`config.mk`:
```
export PLATFORM = sky130hd
export DESIGN_NAME = stream_mux_rr_flat
export DESIGN_NICKNAME = d
export VERILOG_FILES = /design/src/rtl/stream_mux_rr_if.sv /design/src/rtl/stream_mux_rr.sv /design/src/flat_wrapper.sv
export SDC_FILE = /design/constraint.sdc
export NUM_CORES = 1
export LEC_CHECK = 0
export BUFFER_PORTS_ARGS = -buffer_cell sky130_fd_sc_hd__buf_2
export CAP_MARGIN = 30
export CELL_PAD_IN_SITES_DETAIL_PLACEMENT = 1
export CELL_PAD_IN_SITES_GLOBAL_PLACEMENT = 2
export CORE_ASPECT_RATIO = 0.5
export CORE_MARGIN = 2
export CORE_UTILIZATION = 32
export CTS_BUF_LIST = sky130_fd_sc_hd__clkbuf_4
export DETAILED_ROUTE_END_ITERATION = 6
export GPL_ROUTABILITY_DRIVEN = 0
export GPL_TIMING_DRIVEN = 0
export PLACE_DENSITY = 0.95
export SLEW_MARGIN = 5
export SYNTH_ARGS = -nofsm -noshare
export SYNTH_HDL_FRONTEND = slang
export SYNTH_SLANG_ARGS = --single-unit
```
`constraint.sdc`:
```
create_clock -name clk -period 6.2 [get_ports clk]
set_input_delay 1.24 -clock clk [delete_from_list [all_inputs] [get_ports clk]]
set_output_delay 1.24 -clock clk [all_outputs]
set_load 0.01 [all_outputs]
```
`src/rtl/stream_mux_rr_if.sv`:
```
// Handshake bundle for stream_mux_rr: NUM_CH input lanes and one registered output lane.
// The in_last/out_last signals exist only when STREAM_MUX_LOCK_EN is defined.
interface stream_mux_rr_if #(
  parameter int unsigned NUM_CH = 4,
  parameter int unsigned DATA_W = 8,
  parameter int unsigned SEL_W  = $clog2(NUM_CH)
) ();
  logic [NUM_CH-1:0]        in_valid;
  logic [NUM_CH*DATA_W-1:0] in_data;
  logic [NUM_CH-1:0]        in_ready;
  logic                     out_valid;
  logic [DATA_W-1:0]        out_data;
  logic [SEL_W-1:0]         out_ch;
  logic                     out_ready;
`ifdef STREAM_MUX_LOCK_EN
  logic [NUM_CH-1:0]        in_last;
  logic                     out_last;

  modport master (
    input  in_valid, in_data, in_last, out_ready,
    output in_ready, out_valid, out_data, out_ch, out_last
  );
  modport slave (
    output in_valid, in_data, in_last, out_ready,
    input  in_ready, out_valid, out_data, out_ch, out_last
  );
`else
  modport master (
    input  in_valid, in_data, out_ready,
    output in_ready, out_valid, out_data, out_ch
  );
  modport slave (
    output in_valid, in_data, out_ready,
    input  in_ready, out_valid, out_data, out_ch
  );
`endif
endinterface

```
`src/rtl/stream_mux_rr.sv`:
```
// N:1 valid/ready stream mux, fixed-select or round-robin, with a one-beat registered output stage.
// Define STREAM_MUX_LOCK_EN to add packet locking (in_last/out_last) in round-robin mode.
module stream_mux_rr #(
  parameter int unsigned NUM_CH = 4,
  parameter int unsigned DATA_W = 8,
  parameter int unsigned SEL_W  = $clog2(NUM_CH)
) (
  input  logic             clk,
  input  logic             rst_n,
  input  logic             mode,
  input  logic [SEL_W-1:0] sel,
  stream_mux_rr_if.master  bus
);

  logic [NUM_CH-1:0] grant;
  logic [SEL_W-1:0]  gnt_idx;
  logic [DATA_W-1:0] gnt_data;
  logic              load;
  logic              xfer;
  logic              advance;
  logic              locked;
  int unsigned       idx;

  logic              out_valid_q, out_valid_d;
  logic [DATA_W-1:0] out_data_q,  out_data_d;
  logic [SEL_W-1:0]  out_ch_q,    out_ch_d;
  logic [SEL_W-1:0]  rr_ptr_q,    rr_ptr_d;

`ifdef STREAM_MUX_LOCK_EN
  typedef enum logic {LK_FREE, LK_HELD} lock_e;
  lock_e lock_q, lock_d;
  logic  gnt_last;
  logic  out_last_q, out_last_d;

  always_ff @(posedge clk or negedge rst_n) begin
    if (!rst_n) lock_q <= LK_FREE;
    else        lock_q <= lock_d;
  end

  always_comb begin
    lock_d = lock_q;
    if (!mode)     lock_d = LK_FREE;
    else if (xfer) lock_d = gnt_last ? LK_FREE : LK_HELD;
  end

  // Lock only steers arbitration in round-robin mode; out_ch_q is the locked channel.
  always_comb begin
    locked = mode && (lock_q == LK_HELD);
  end

  assign advance      = gnt_last;
  assign bus.out_last = out_last_q;
`else
  assign locked  = 1'b0;
  assign advance = 1'b1;
`endif

  always_comb begin
    grant = '0;
    idx   = 0;
    if (!mode) begin
      if (32'(sel) < NUM_CH) grant[sel] = 1'b1;
    end else if (locked) begin
      grant[out_ch_q] = 1'b1;
    end else begin
      for (int unsigned k = 0; k < NUM_CH; k++) begin
        idx = (32'(rr_ptr_q) + k) % NUM_CH;
        if (grant == '0 && bus.in_valid[idx]) grant[idx] = 1'b1;
      end
    end
  end

  always_comb begin
    gnt_idx  = '0;
    gnt_data = '0;
`ifdef STREAM_MUX_LOCK_EN
    gnt_last = 1'b0;
`endif
    for (int unsigned i = 0; i < NUM_CH; i++) begin
      if (grant[i]) begin
        gnt_idx  = SEL_W'(i);
        gnt_data = bus.in_data[i*DATA_W +: DATA_W];
`ifdef STREAM_MUX_LOCK_EN
        gnt_last = bus.in_last[i];
`endif
      end
    end
  end

  assign load         = ~out_valid_q | bus.out_ready;
  assign bus.in_ready = grant & {NUM_CH{load}};
  assign xfer         = |(bus.in_valid & bus.in_ready);

  always_comb begin
    out_valid_d = out_valid_q;
    out_data_d  = out_data_q;
    out_ch_d    = out_ch_q;
    rr_ptr_d    = rr_ptr_q;
`ifdef STREAM_MUX_LOCK_EN
    out_last_d  = out_last_q;
`endif
    if (load) begin
      out_valid_d = xfer;
      if (xfer) begin
        out_data_d = gnt_data;
        out_ch_d   = gnt_idx;
`ifdef STREAM_MUX_LOCK_EN
        out_last_d = gnt_last;
`endif
      end
    end
    if (mode && xfer && advance)
      rr_ptr_d = (32'(gnt_idx) == NUM_CH - 1) ? '0 : gnt_idx + 1'b1;
  end

  always_ff @(posedge clk or negedge rst_n) begin
    if (!rst_n) begin
      out_valid_q <= 1'b0;
      out_data_q  <= '0;
      out_ch_q    <= '0;
      rr_ptr_q    <= '0;
`ifdef STREAM_MUX_LOCK_EN
      out_last_q  <= 1'b0;
`endif
    end else begin
      out_valid_q <= out_valid_d;
      out_data_q  <= out_data_d;
      out_ch_q    <= out_ch_d;
      rr_ptr_q    <= rr_ptr_d;
`ifdef STREAM_MUX_LOCK_EN
      out_last_q  <= out_last_d;
`endif
    end
  end

  assign bus.out_valid = out_valid_q;
  assign bus.out_data  = out_data_q;
  assign bus.out_ch    = out_ch_q;

endmodule

```
`src/flat_wrapper.sv`:
```
// flat-port wrapper written by rule: the top's interface ports become plain ports
module stream_mux_rr_flat 
#(
  parameter int unsigned NUM_CH = 4,
  parameter int unsigned DATA_W = 8,
  parameter int unsigned SEL_W  = $clog2(NUM_CH)
)
  (clk, rst_n, mode, sel, bus_in_valid, bus_in_data, bus_out_ready, bus_in_ready, bus_out_valid, bus_out_data, bus_out_ch);
  stream_mux_rr_if #(.NUM_CH(NUM_CH), .DATA_W(DATA_W), .SEL_W(SEL_W)) bus_i ();
  input  logic clk;
  input  logic rst_n;
  input  logic mode;
  input  logic [SEL_W-1:0] sel;
  input wire logic [$bits(bus_i.in_valid)-1:0] bus_in_valid;
  input wire logic [$bits(bus_i.in_data)-1:0] bus_in_data;
  input wire logic [$bits(bus_i.out_ready)-1:0] bus_out_ready;
  output wire logic [$bits(bus_i.in_ready)-1:0] bus_in_ready;
  output wire logic [$bits(bus_i.out_valid)-1:0] bus_out_valid;
  output wire logic [$bits(bus_i.out_data)-1:0] bus_out_data;
  output wire logic [$bits(bus_i.out_ch)-1:0] bus_out_ch;
  assign bus_i.in_valid = bus_in_valid;
  assign bus_i.in_data = bus_in_data;
  assign bus_i.out_ready = bus_out_ready;
  assign bus_in_ready = bus_i.in_ready;
  assign bus_out_valid = bus_i.out_valid;
  assign bus_out_data = bus_i.out_data;
  assign bus_out_ch = bus_i.out_ch;
  stream_mux_rr #(.NUM_CH(NUM_CH), .DATA_W(DATA_W), .SEL_W(SEL_W)) u_core (.clk(clk), .rst_n(rst_n), .mode(mode), .sel(sel), .bus(bus_i));
endmodule
```
; After elaboration in Yosys (flattened, before gate mapping)
; Cells that the tools add are included.
[word_totals]
ff_bits = 13
latch_bits = 0
mem_bits_rw = 0
romBits = 0
input_bits = 42
out_inout_bits = 15
wordCells = 74
mem_count = 0
[op_classes]
n_addsub = 4
mul = 0
div = 0
magnitude_cmp = 10
n_eq_ne = 1
shifts = 0
n_mux = 34
bitwise_logic = 7
n_reduce_logical = 14
[ops]
columns = cell, count
row1 = 4-bit 2-to-1 mux, 8
row2 = 8-bit 2-to-1 mux, 4
row3 = "2-bit by 3-bit less-than comparator with 1-bit output, second input constant", 5
row4 = 4-bit zero test, 3
row5 = 4-bit OR, 3
row6 = 1-bit demux with 2-bit select, 5
row7 = "2-bit by 1-bit greater-or-equal comparator with 1-bit output, second input constant", 5
row8 = 1-bit 2-to-1 mux, 10
row9 = 1-bit logical AND, 9
row10 = 4-bit bitwise AND, 2
row11 = 1-bit binary-select mux with 2-bit select, 4
row12 = 2-bit 2-to-1 mux, 3
row13 = "2-bit by 1-bit adder with 2-bit output, second input constant", 2
row14 = "2-bit adder, second input constant", 2
row15 = 4-bit OR reduction, 1
row16 = "2-bit == test, second input constant", 1
row17 = 2-bit AND reduction, 1
row18 = 1-bit inverter, 1
row19 = 1-bit OR, 1

; Logic depth before layout (Yosys ltp)
[depth]
ltp_word = 23
ltp_mapped = 13
ltp_nobuf = 12

; Worst setup path before layout
; Ideal clock, no wire load.
[synth_timing]
path_kind = input port to output port
startpoint = input bus_in_valid[3]
endpoint = output bus_in_ready[3]
t_arrival_ns = 2.989
required_time_ns = 4.960
path_slack_ns = 1.971
path_stages = 8
n_path_buf = 2
path_cell_list = mux4_2 buf_6 and2_4 a211oi_1 nand2_1 o32a_1 buf_2 nor2_1
[synth_via]
elab_chain_len = 17
[synth_rtl]
columns = element, line
row1 = "start, declared", flat_wrapper.sv:14  ; input wire logic [$bits(bus_i.in_valid)-1:0] bus_in_valid;
row2 = 1-bit binary-select mux with 2-bit select, stream_mux_rr.sv:68  ; if (grant == '0 && bus.in_valid[idx]) grant[idx] = 1'b1;
row3 = 1-bit 2-to-1 mux (not written as such), stream_mux_rr.sv:68
row4 = 4-bit 2-to-1 mux, stream_mux_rr.sv:68
row5 = 4-bit 2-to-1 mux, stream_mux_rr.sv:61  ; if (!mode) begin
row6 = 4-bit zero test, stream_mux_rr.sv:68
row7 = 1-bit logical AND, stream_mux_rr.sv:68
row8 = 4-bit 2-to-1 mux, stream_mux_rr.sv:68
row9 = 4-bit 2-to-1 mux, stream_mux_rr.sv:61
row10 = 4-bit zero test, stream_mux_rr.sv:68
row11 = 1-bit logical AND, stream_mux_rr.sv:68
row12 = 4-bit 2-to-1 mux, stream_mux_rr.sv:68
row13 = 4-bit 2-to-1 mux, stream_mux_rr.sv:61
row14 = 4-bit zero test, stream_mux_rr.sv:68
row15 = 1-bit logical AND, stream_mux_rr.sv:68
row16 = 4-bit 2-to-1 mux *, stream_mux_rr.sv:68
row17 = 4-bit 2-to-1 mux *, stream_mux_rr.sv:61
row18 = 4-bit bitwise AND *, stream_mux_rr.sv:91  ; assign bus.in_ready = grant & {NUM_CH{load}};
row19 = "end, declared", flat_wrapper.sv:17  ; output wire logic [$bits(bus_i.in_ready)-1:0] bus_in_ready;
; Every way passes the cells marked *; elsewhere a longest branch is shown, timed or not. The select of a mux whose other input is x is not followed.

; Worst setup path in the final report
[layout_timing]
startpoint = register u_core.rr_ptr_q[0]
endpoint = output bus_in_ready[3]
[layout_via]
elab_chain_len = 19
[layout_rtl]
columns = element, line
row1 = "start, declared", stream_mux_rr.sv:27  ; logic [SEL_W-1:0] rr_ptr_q, rr_ptr_d;
row2 = "start signal, assigned", stream_mux_rr.sv:129  ; rr_ptr_q <= rr_ptr_d;
row3 = 2-bit by 3-bit less-than comparator with 1-bit output (not written as such) or 2-bit by 1-bit greater-or-equal comparator with 1-bit output (tied branches), stream_mux_rr.sv:68
row4 = 1-bit logical AND (not written as such), stream_mux_rr.sv:68
row5 = 1-bit 2-to-1 mux (not written as such), stream_mux_rr.sv:68
row6 = 1-bit demux with 2-bit select, n/a
row7 = 4-bit 2-to-1 mux, stream_mux_rr.sv:68
row8 = 4-bit 2-to-1 mux, stream_mux_rr.sv:61
row9 = 4-bit zero test, stream_mux_rr.sv:68
row10 = 1-bit logical AND, stream_mux_rr.sv:68
row11 = (+3 left out), n/a
row12 = 1-bit logical AND, stream_mux_rr.sv:68
row13 = 4-bit 2-to-1 mux, stream_mux_rr.sv:68
row14 = 4-bit 2-to-1 mux, stream_mux_rr.sv:61
row15 = 4-bit zero test, stream_mux_rr.sv:68
row16 = 1-bit logical AND, stream_mux_rr.sv:68
row17 = 4-bit 2-to-1 mux *, stream_mux_rr.sv:68
row18 = 4-bit 2-to-1 mux *, stream_mux_rr.sv:61
row19 = 4-bit bitwise AND *, stream_mux_rr.sv:91
; Marked as above.

==> flow_metrics.py <==
metrics = {
    "status": {
        "status": "completed",
    },
    "setup_path": {
        "crit_fanout": 10,
        "max_stage_delay_ns": 0.59,
        "crit_path_top_delay_cell": "mux4_2",
        "cp_top_family": "compound AO/OA/AOI/OAI gates",
        "critPathLaunch": "u_core.rr_ptr_q[0]",
        "required_ns": 4.96,
        "crit_top_cell": "buf_2",
        "crit_type": "reg2out",
        "critPathBufInv": 4,
        "timing.rr.start": "u_core.rr_ptr_q[0]",
        "path_cells": "buf_6 > inv_1 > ha_1 > mux4_2 > a21boi_1 > a211oi_1 > nand2_1 > o32a_1 > buf_2 > nor2_1 > buf_2",
        "crit_path_start_kind": "flip-flop",
        "crit_path_end_kind": "primary output",
        "arrival_ns": 3.51,
    },
    "sta": {
        "hold_viol_final": 0,
        "worstMarginPinSlew_ns": 0.603,
        "maxSlewViolCount": 0,
        "fmax_mhz": 211,
        "tns_ns": 0,
        "min_period_ns": 4.75,
        "setup_viol": 0,
        "rsz0062_at_grt": "false",
        "finalCritPeriodShare_pct": 76.6,
        "clock_skew_ns": 0.00277,
        "relSlewSlack_pct": 59.3,
    },
    "finish": {
        "final_layout_size_suffix_gt1_share_pct": 39.1,
        "mostFrequentLayoutCells": "56 x buf_2, 14 x inv_1, 13 x dfrtp_1, 10 x or2_2, 10 x nand2_1",
        "layout_commonest_cell": "buf_2",
        "design_area_sq_mm": 0.00187,
        "antenna_cells": 0,
        "syn_to_final_growth_pct": 25.0,
        "final_cells": 277,
        "postLayoutCoreUtil_pct": 42.1,
        "nets": 272,
    },
    "cts": {
        "clock_path_buffers": 2,
        "root_buffer": "clkbuf_4",
        "cts.clk_slew.worst_paths_ns": 0.09,
        "h-tree-depth": 1,
        "cts_setup_buffers": 0,
        "insertion_delay_ns": 0.27,
        "cts.repair.resized": 0,
        "clock_sinks": 13,
        "cts_buffers": 3,
        "cts_tree": "built",
        "hold_buffers": 0,
    },
    "synth": {
        "synth_nets": 212,
        "synth_cell_type_count": 55,
        "ys_warn_count": 0,
        "async_flop_share_pct": 100,
        "synth.yosys.seq_area_share_pct": 21.7,
        "syn_area_sq_mm": 0.00150,
        "synthCells": 161,
        "ys.flop_type": "dfrtp_1",
        "avgSynthCellArea_sq_um": 9.29,
        "synth_edf_count": 0,
        "synth-seq-cells": 13,
    },
    "grt": {
        "grt_pass1_vias": 1576,
        "grt_use_total_pct": 18.6,
        "grt_max_degree": 14,
        "grt-ovfl-total": 0,
        "antenna_found_initial": 0,
        "grt_first_pass_wirelength_um": 7720,
    },
    "routing": {
        "postRouteAntennaNets": 0,
        "dr.pass1.iters": 4,
        "drt-total-wl_um": 4640,
        "post-route-drc-count": 0,
        "vias": 1567,
        "routed_via_density": 5.66,
        "wl_per_cell_um": 16.7,
        "drt-initial-drc-count": 26,
    },
    "floorplanning": {
        "die_area_sq_mm": 0.00527,
        "die_w_um": 101,
        "coreArea_sq_mm": 0.00445,
        "start_util_pct": 33.7,
        "fp.dieH_um": 52.4,
        "io_pins": 57,
        "num_rows": 17,
    },
    "placed_design": {
        "dp_hpwl_um": 3720,
        "placed_cell_area_sq_mm": 0.00184,
        "port_buffers": 55,
        "dp_cells": 273,
    },
    "run": {
        "max-cap-violations": 0,
    },
    "hold_path": {
        "hp-start": "u_core.bus.out_ch[0]",
        "min_path_type": "reg2reg",
    },
    "power": {
        "power_density_mw_per_mm2": 502,
        "ir_drop_uv": 165,
        "power_leakage_nw": 0.880,
    },
}
==> sequential cells by signal, summed over array words and instances (netlist names) <==
register              cells
u_core.rr_ptr_q           2
u_core.bus.out_ch         2
u_core.bus.out_valid      1
u_core.bus.out_data       8
==> kinds of logic (layout without fill, tap and decap cells) <==
| family | Yosys count | after routing | synth area share, % |
|---|---|---|---|
| muxes | 15 | 15 | 13.5 |
| adders and majority gates | 9 | 9 | 7.53 |
| buffers and inverters | 21 | 80 | 7.11 |
| DFF | 13 | 13 | 21.7 |
| AOI/OAI and AO/OA | 55 | 55 | 31.4 |
| and+or+nand+nor | 48 | 48 | 18.7 |
==> per-stage QoR <==
| step | hold WS (ns) | total power, mW | worst slack (ns) |
|---|---|---|---|
| finish | 0.510 | 0.940 | 1.45 |
| global route | 0.548 | 1.02 | 1.24 |
| CTS | 0.517 | 0.943 | 1.46 |
| detailed placement | 0.491 | 0.885 | 1.58 |
| global placement | 0.485 | 0.864 | 1.58 |
| floorplan | 0.537 | 0.689 | 1.97 |
==> routing by layer <==
| metal | share of wire [%] | up-vias | GRT usage [%] |
|---|---|---|---|
| met5 | 0 | - | 0 |
| met3 | 4.4 | 2 | 2.40 |
| met4 | 0.30 | 0 | 3.65 |
| li1 | - | 745 | - |
| met1 | 46 | 782 | 23.2 |
| met2 | 49 | 38 | 34.8 |
==> final cells by class <==
type	instances	area (sq um)
Clock inverter	1	5.00
Inverter	14	52.6
Buffer	7	53.8
Sequential cell	13	325
Multi-Input combinational cell	127	1060
Fill cell	546	2570
Timing Repair Buffer	55	275
Clock buffer	3	22.5
Tap cell	57	71.3
==> report_power, final <==
| part | leakage (nW) | internal (mW) | total (mW) | switching [mW] |
|---|---|---|---|---|
| Combinational | 0.712 | 0.325 | 0.721 | 0.395 |
| Sequential | 0.151 | 0.130 | 0.165 | 0.0355 |
| Clock | 0.0177 | 0.0239 | 0.0537 | 0.0298 |
==> worst paths after layout <==
kind,to,slack (ns),cells past startpoint
max,bus_in_ready[3],1.45,11
min,u_core.bus.out_ch[0],0.51,1
max reg2reg,u_core.rr_ptr_q[0],2.36,13
min reg2reg,u_core.bus.out_ch[0],0.51,1
max in group asynchronous,u_core.bus.out_ch[1],5.12,1
min in group asynchronous,u_core.bus.out_data[5],0.85,1
==> cell usage after synthesis, types with 3 or more instances <==
| library cell | instances | area, sq um |
|---|---|---|
| inv_1 | 14 | 52.6 |
| dfrtp_1 | 13 | 325 |
| nand2_1 | 10 | 37.5 |
| or2_2 | 10 | 62.6 |
| a32o_1 | 9 | 90.1 |
| ha_1 | 9 | 113 |
| mux2i_1 | 9 | 90.1 |
| o221ai_1 | 8 | 70.1 |
| nor2_1 | 6 | 22.5 |
| o21ai_0 | 5 | 25.0 |
| a211oi_1 | 4 | 30.0 |
| and2_1 | 4 | 25.0 |
| nand4_1 | 4 | 25.0 |
| buf_6 | 3 | 33.8 |
No activity file was read; power rests on OpenSTA's default activity.
